File: src/rtl/fetch_queue.sv
`default_nettype none
// +---------------------------------------------------------------------------+
// | fetch_queue                                                               |
// | Fetch PC owner plus first-word-fall-through prefetch FIFO feeding decode. |
// | Revision: 1.0                                                             |
// +---------------------------------------------------------------------------+
module fetch_queue #(
  parameter int          DEPTH    = 4,
  parameter logic [31:0] RESET_PC = 32'h0000_0000
) (
  input  logic                     clk,
  input  logic                     reset,
  output logic [31:0]              PCF,
  input  logic [31:0]              InstrF,
  input  logic                     RedirectValid,
  input  logic [31:0]              RedirectPC,
  input  logic                     DecReady,
  output logic                     DecValid,
  output logic [31:0]              InstrD,
  output logic [31:0]              PCD,
  output logic [31:0]              PCPlus8D,
  output logic [$clog2(DEPTH):0]   Count
);

  localparam int AW = $clog2(DEPTH);
  localparam logic [AW:0]   c_depth = (AW+1)'(DEPTH);
  localparam logic [AW-1:0] c_ptr_one = AW'(1);

  logic [31:0]   pcf_q, pcf_d;
  logic [AW-1:0] rd_ptr_q, rd_ptr_d;
  logic [AW-1:0] wr_ptr_q, wr_ptr_d;
  logic [AW:0]   cnt_q, cnt_d;
  logic [31:0]   instr_mem_q [DEPTH];
  logic [31:0]   pc_mem_q    [DEPTH];

  logic w_full;
  logic w_deq;
  logic w_enq;
  logic w_unused;

  // Low bits of the redirect target are forced to zero, never consumed.
  assign w_unused = ^RedirectPC[1:0];

  assign w_full   = (cnt_q == c_depth);
  assign DecValid = (cnt_q != '0);
  assign w_deq    = DecValid & DecReady;
  assign w_enq    = !RedirectValid & (!w_full | w_deq);

  always_comb begin
    pcf_d    = pcf_q;
    rd_ptr_d = rd_ptr_q;
    wr_ptr_d = wr_ptr_q;
    cnt_d    = cnt_q;
    if (RedirectValid) begin
      // Flush discards even a head being accepted this cycle.
      pcf_d    = {RedirectPC[31:2], 2'b00};
      rd_ptr_d = '0;
      wr_ptr_d = '0;
      cnt_d    = '0;
    end else begin
      if (w_enq) begin
        pcf_d    = pcf_q + 32'd4;
        wr_ptr_d = wr_ptr_q + c_ptr_one;
      end
      if (w_deq) begin
        rd_ptr_d = rd_ptr_q + c_ptr_one;
      end
      cnt_d = cnt_q + {{AW{1'b0}}, w_enq} - {{AW{1'b0}}, w_deq};
    end
  end

  always_ff @(posedge clk) begin
    if (reset) begin
      pcf_q    <= RESET_PC;
      rd_ptr_q <= '0;
      wr_ptr_q <= '0;
      cnt_q    <= '0;
    end else begin
      pcf_q    <= pcf_d;
      rd_ptr_q <= rd_ptr_d;
      wr_ptr_q <= wr_ptr_d;
      cnt_q    <= cnt_d;
    end
  end

  always_ff @(posedge clk) begin
    if (!reset && w_enq) begin
      instr_mem_q[wr_ptr_q] <= InstrF;
      pc_mem_q[wr_ptr_q]    <= pcf_q;
    end
  end

  assign PCF      = pcf_q;
  assign Count    = cnt_q;
  assign InstrD   = DecValid ? instr_mem_q[rd_ptr_q] : 32'd0;
  assign PCD      = DecValid ? pc_mem_q[rd_ptr_q] : 32'd0;
  assign PCPlus8D = DecValid ? (pc_mem_q[rd_ptr_q] + 32'd8) : 32'd0;

endmodule
`default_nettype wire

File: config.mk
export PLATFORM = sky130hd
export DESIGN_NAME = fetch_queue
export DESIGN_NICKNAME = d
export VERILOG_FILES = /design/src/rtl/fetch_queue.sv
export SDC_FILE = /design/constraint.sdc
export NUM_CORES = 1
export LEC_CHECK = 0
export ABC_CLOCK_PERIOD_IN_PS = 2700
export CAP_MARGIN = 5
export CORE_MARGIN = 2
export CORE_UTILIZATION = 35
export CTS_CLUSTER_DIAMETER = 60
export DETAILED_ROUTE_END_ITERATION = 8
export MAX_ROUTING_LAYER = met4
export RECOVER_POWER = 100
export SKIP_LAST_GASP = 1
export SYNTH_ARGS = -nofsm -noshare
export SYNTH_HDL_FRONTEND = slang
export SYNTH_SLANG_ARGS = --single-unit
File: constraint.sdc
create_clock -name clk -period 2.7 [get_ports clk]
set_input_delay 0.54 -clock clk [delete_from_list [all_inputs] [get_ports clk]]
set_output_delay 0.54 -clock clk [all_outputs]
set_load 0.05 [all_outputs]
# Word-level counts from Yosys, hierarchy flattened
# Memories as Yosys holds them, arrays and structs flattened. A register that Yosys moved wholly into a read port is not among the register bits.
# Index checks and enable logic that the tools add are counted.
# totals
regBits,39
mem_bits_rw,256
n_memories,2
# mem_list
memory,depth,width,rd,rd_ports_with_merged_regs,wr,line_no,source
instr_mem_q,4,32,1,1,1,33,logic [31:0] instr_mem_q [DEPTH];
pc_mem_q,4,32,1,1,1,34,logic [31:0] pc_mem_q [DEPTH];
# op_classes
n_addsub,6
n_eq_ne,1
muxes,11
n_bitwise,3
reduce_logical,7
# op_table
operator,n
32-bit 2-to-1 mux,5
"32-bit by 3-bit adder with 32-bit output, second input constant",1
"32-bit by 4-bit adder with 32-bit output, second input constant",1
2-bit 2-to-1 mux,4
"2-bit by 1-bit adder with 2-bit output, second input constant",2
3-bit by 1-bit adder with 3-bit output,1
"3-bit == test, second input constant",1
1-bit zero test,3
3-bit nonzero test,1
3-bit by 1-bit subtractor with 3-bit output,1
1-bit bitwise AND,2
1-bit 2-to-1 mux,2
2-bit nonzero test,1
2-bit OR reduction,1
1-bit logical AND,1
1-bit OR,1

# Logic depth before layout (Yosys ltp)
# logic_depth
depth_word,7
mapped_depth,11
depth_no_buf,10

# Worst setup path after synthesis
# OpenSTA, ideal clock, no wires.
# synth_path
path_kind,reg2out
from,register with a tool-made name
to,output PCPlus8D[19]
t_arrival_ns,2.785
required_time_ns,2.160
path_slack_ns,-0.625
stages_incl_launch_ff,9
n_path_buf,1
cell_sequence,dfxtp_1 -> buf_6 -> mux4_1 -> ha_1 -> nand2_1 -> o22ai_1 -> nand4_2 -> or3_1 -> a21oi_1
# synth_lines
element,line_no,source
"end, declared",21,"output logic [31:0] PCPlus8D,"

==> summary.md <==
| Metric | Value |
|---|---|
| Dpl hpwl | 21.6 mm |
| Max Cap Viol | 1 |
| Fillcell total | slightly below 3,000 |
| Final net count | about 1,200 |
| # rows | just under 70 |
| Fin cells | 1,557 |
| Total track usage | 0.177 |
| Core box area | between 30,000 and 40,000 um2 |
| H-tree levels | 2 |
| Max incr delay on CP | 590 ps |
| # IOs | 200 |
| Status | finished with violations |
| Setup WS pre-CTS | -241 ps |
| CP required | approximately 2200 ps |
| Number of global-route vias before repair | 7,862 |
| Async set-or-reset flop fraction in the synthesized netlist | 0 |
| Clock Sinks | 287 |
| Max Clk Rate | 298 MHz |
| Drt wl/cell | 20.1 um |
| WP data arrival | 2820 ps |
| Fin Clk Skew | about 19 ps |
| Post-placement cell area | 15,700 um2 |
| Worst reg2reg startpoint | Count[1] |
| Drt pass-1 iters | 4 |
| Synth area leader | edfxtp_1 |
| Drc violations | 0 |
| Global route overflow | 0 |
| Slowest cell on crit path | or4_4 |
| Power Density | around 670 nW/um2 |
| Total Power | ~0.011 W |
| Initial antenna violation count | 1 |
| DIE AREA | 36,800 um2 |
| Crit-path cells | buf_12 > mux4_2 > and4_4 > nand4_4 > or4_4 > a21oi_4 > buf_12 |
| Yosys Warn Count | 0 |
| Library cells used by synthesis | 56 |
| Vias per inst | 4.99 |
| CTS Buf Count | 35 |
| Clk slew on worst S/H paths | 50 ps |
| Area of the mapped netlist | around 12,000 um2 |
| Area Growth Syn to Fin | 37.9% |
| Placed cells | around 1,500 |
| Sequential fraction of the synthesis area | 0.667 |
| Hold Worst Slack | 500 ps |
| Final period utilization | 1.24 |
| RSZ-0062 raised after global routing | yes |
| CP Capture Type | output pin |
| Share of layout cells above drive strength 1 | 0.338 |
| Critical Path Start Type | flop |
| Worst Hold Launch | wr_ptr_q[1] |
| First-pass GRT wire length | 47.3 mm |
| Initial DRC count | roughly 390 |
| Mapped Cells | just under 800 |
| Slew @ Worst Pin | 1610 ps |
| Total number of vias | ~7,800 |
| Most common flop cell mapped by yosys | edfxtp_1 |
| Die height | ~190 um |
| Post-Layout Inst Area | around 17,000 um2 |
| Violated checks | max-capacitance violations, max-slew violations, negative setup slack |
| Initial core utilization | 0.356 |
| DRT antenna net count | 0 |
| Final setup fails | 79 |
| Max Fanout on Critical Path | 10 |
| Slew Viols, Final | 34 |
| EDFF count, synth | about 250 |
| Final min period | between 3000 and 4000 ps |
| Hold Crit Class | flop to flop |
| CTS tree | yes |
| Largest net degree at the start of global routing | 46 |
| Most common cell in the netlist | edfxtp_1 |
| IO Port Bufs | around 190 |
| Yosys top cell area share | 0.604 |
| Clk root buf | clkbuf_16 |
| Peak supply drop | ~0.40 mV |
| WS Path Type | flop to output pin |
| Hold Vio Cnt, Final | 0 |
| Headroom to the max-slew limit | -0.0709 |
| Setup slack after layout | -660 ps |
| Cell mode on critical path | buf_12 |
| Max Buffers Root-to-Sink | 3 |
| P_leak | 5.89 nW |
| Synth Register Bits | between 200 and 300 |
| GPL Wtd Cong | ~0.8 |
| Post-synth top cells | edfxtp_1, and2_1, nor2_1 |
| Width of the die | between 150 and 200 um |
| Syn_area_per_cell | between 15 and 20 um2 |
| Latest clock arrival within the worst-skew pair | approximately 520 ps |
| Total Wirelength | roughly 31 mm |
| Area contributors post-synth | edfxtp_1, mux4_2, dfxtp_1 |
cells by family (layout without fill, tap and decap cells):
kind of cell / Yosys count / count (layout) / synth area share
flip-flops: 287 / 287 / 0.667
AND/OR/NAND/NOR: 254 / 255 / 0.113
multiplexers: 75 / 75 / 0.129
buffers and inverters: 62 / 379 / 0.0262
AO/OA/AOI/OAI: 50 / 50 / 0.0272
XOR/XNOR: 41 / 41 / 0.0291
adder cells (fa/ha/maj): 8 / 8 / 0.00872
other: 1 / 7 / 0.000304
power by group:
group          internal (W)  total (W)  switching [W]
logic              0.000664    0.00177        0.00110
registers           0.00495    0.00504      0.0000883
clock network       0.00273    0.00457        0.00184
total               0.00834     0.0114        0.00303
worst max-delay path: cells and delay by family, from the launching register on:
kind	cells	cell delay (ps)
multiplexers	1	380
AO/OA/AOI/OAI	1	160
flip-flops	1	380
AND/OR/NAND/NOR	3	1060
buffers and inverters	2	310
cell type report:
| cell class | instances | area [um2] | share of cell area |
|---|---|---|---|
| Sequential cell | 287 | 8240 | 0.484 |
| Multi-Input combinational cell | 435 | 4180 | 0.246 |
| Timing Repair Buffer | 303 | 2840 | 0.167 |
| Clock buffer | 42 | 902 | 0.0530 |
| Tap cell | 455 | 569 | 0.0334 |
| Clock inverter | 22 | 244 | 0.0143 |
| Inverter | 12 | 45.0 | 0.00265 |
| Antenna cell | 1 | 2.50 | 0.000147 |
placed cells by master (no fill, tap or decap), drive strengths merged, types with 6 or more instances in the layout:
cell type / netlist / routed
a211oi: 17 / 17
a21oi: 14 / 14
and2: 68 / 68
and3: 9 / 9
and4: 9 / 9
buf: 23 / 170
clkbuf: 27 / 77
clkdlybuf4s50: 0 / 34
clkinv: 0 / 12
conb: 1 / 6
dfxtp: 39 / 39
dlygate4sd3: 0 / 64
edfxtp: 248 / 248
ha: 7 / 7
inv: 12 / 17
mux2: 6 / 6
mux2i: 7 / 7
mux4: 62 / 62
nand2: 35 / 35
nand3: 19 / 20
nand4: 12 / 12
nor2: 61 / 61
nor3: 14 / 14
nor4: 9 / 9
xnor2: 27 / 27
xor2: 14 / 14
stage by stage:
stage | utilization | TNS, ps
floorplan | - | -650
global placement | 0.454 | -2290
detailed placement | 0.454 | -2640
CTS | 0.496 | -26830
global route | 0.492 | -41790
finish | 0.492 | -22110
metal layers:
layer | vias to the layer above | GRT usage | part of all wire
met5 | - | - | 0
met4 | 0 | 0.0479 | 0.020
met3 | 43 | 0.0269 | 0.046
met2 | 205 | 0.275 | 0.48
met1 | 3936 | 0.242 | 0.45
li1 | 3590 | - | -
repair_timing:
action / CTS / global route
cloned: 1 / 0
setup buffers: 9 / 5
endpoints found under the setup margin: 83 / 85
resized for setup: 47 / 12
hold buffers: 0 / 0
pin swaps: 22 / 10
state kept, by name (all words and copies together), names as in the netlist, named ones only:
signal	flops
pc_mem_q	120
rd_ptr_q	2
Count	3
PCF	30
wr_ptr_q	2
instr_mem_q	128
final timing paths:
path / endpoint / slack (ps) / depth (start not counted)
worst max-delay path: PCPlus8D[28] / -660 / 7
worst min-delay path: wr_ptr_q[1] / 500 / 2
worst max register to register: instr_mem_q[2][29] / 150 / 4
worst min register to register: wr_ptr_q[1] / 500 / 2
Power figures use the tool's default switching activity.
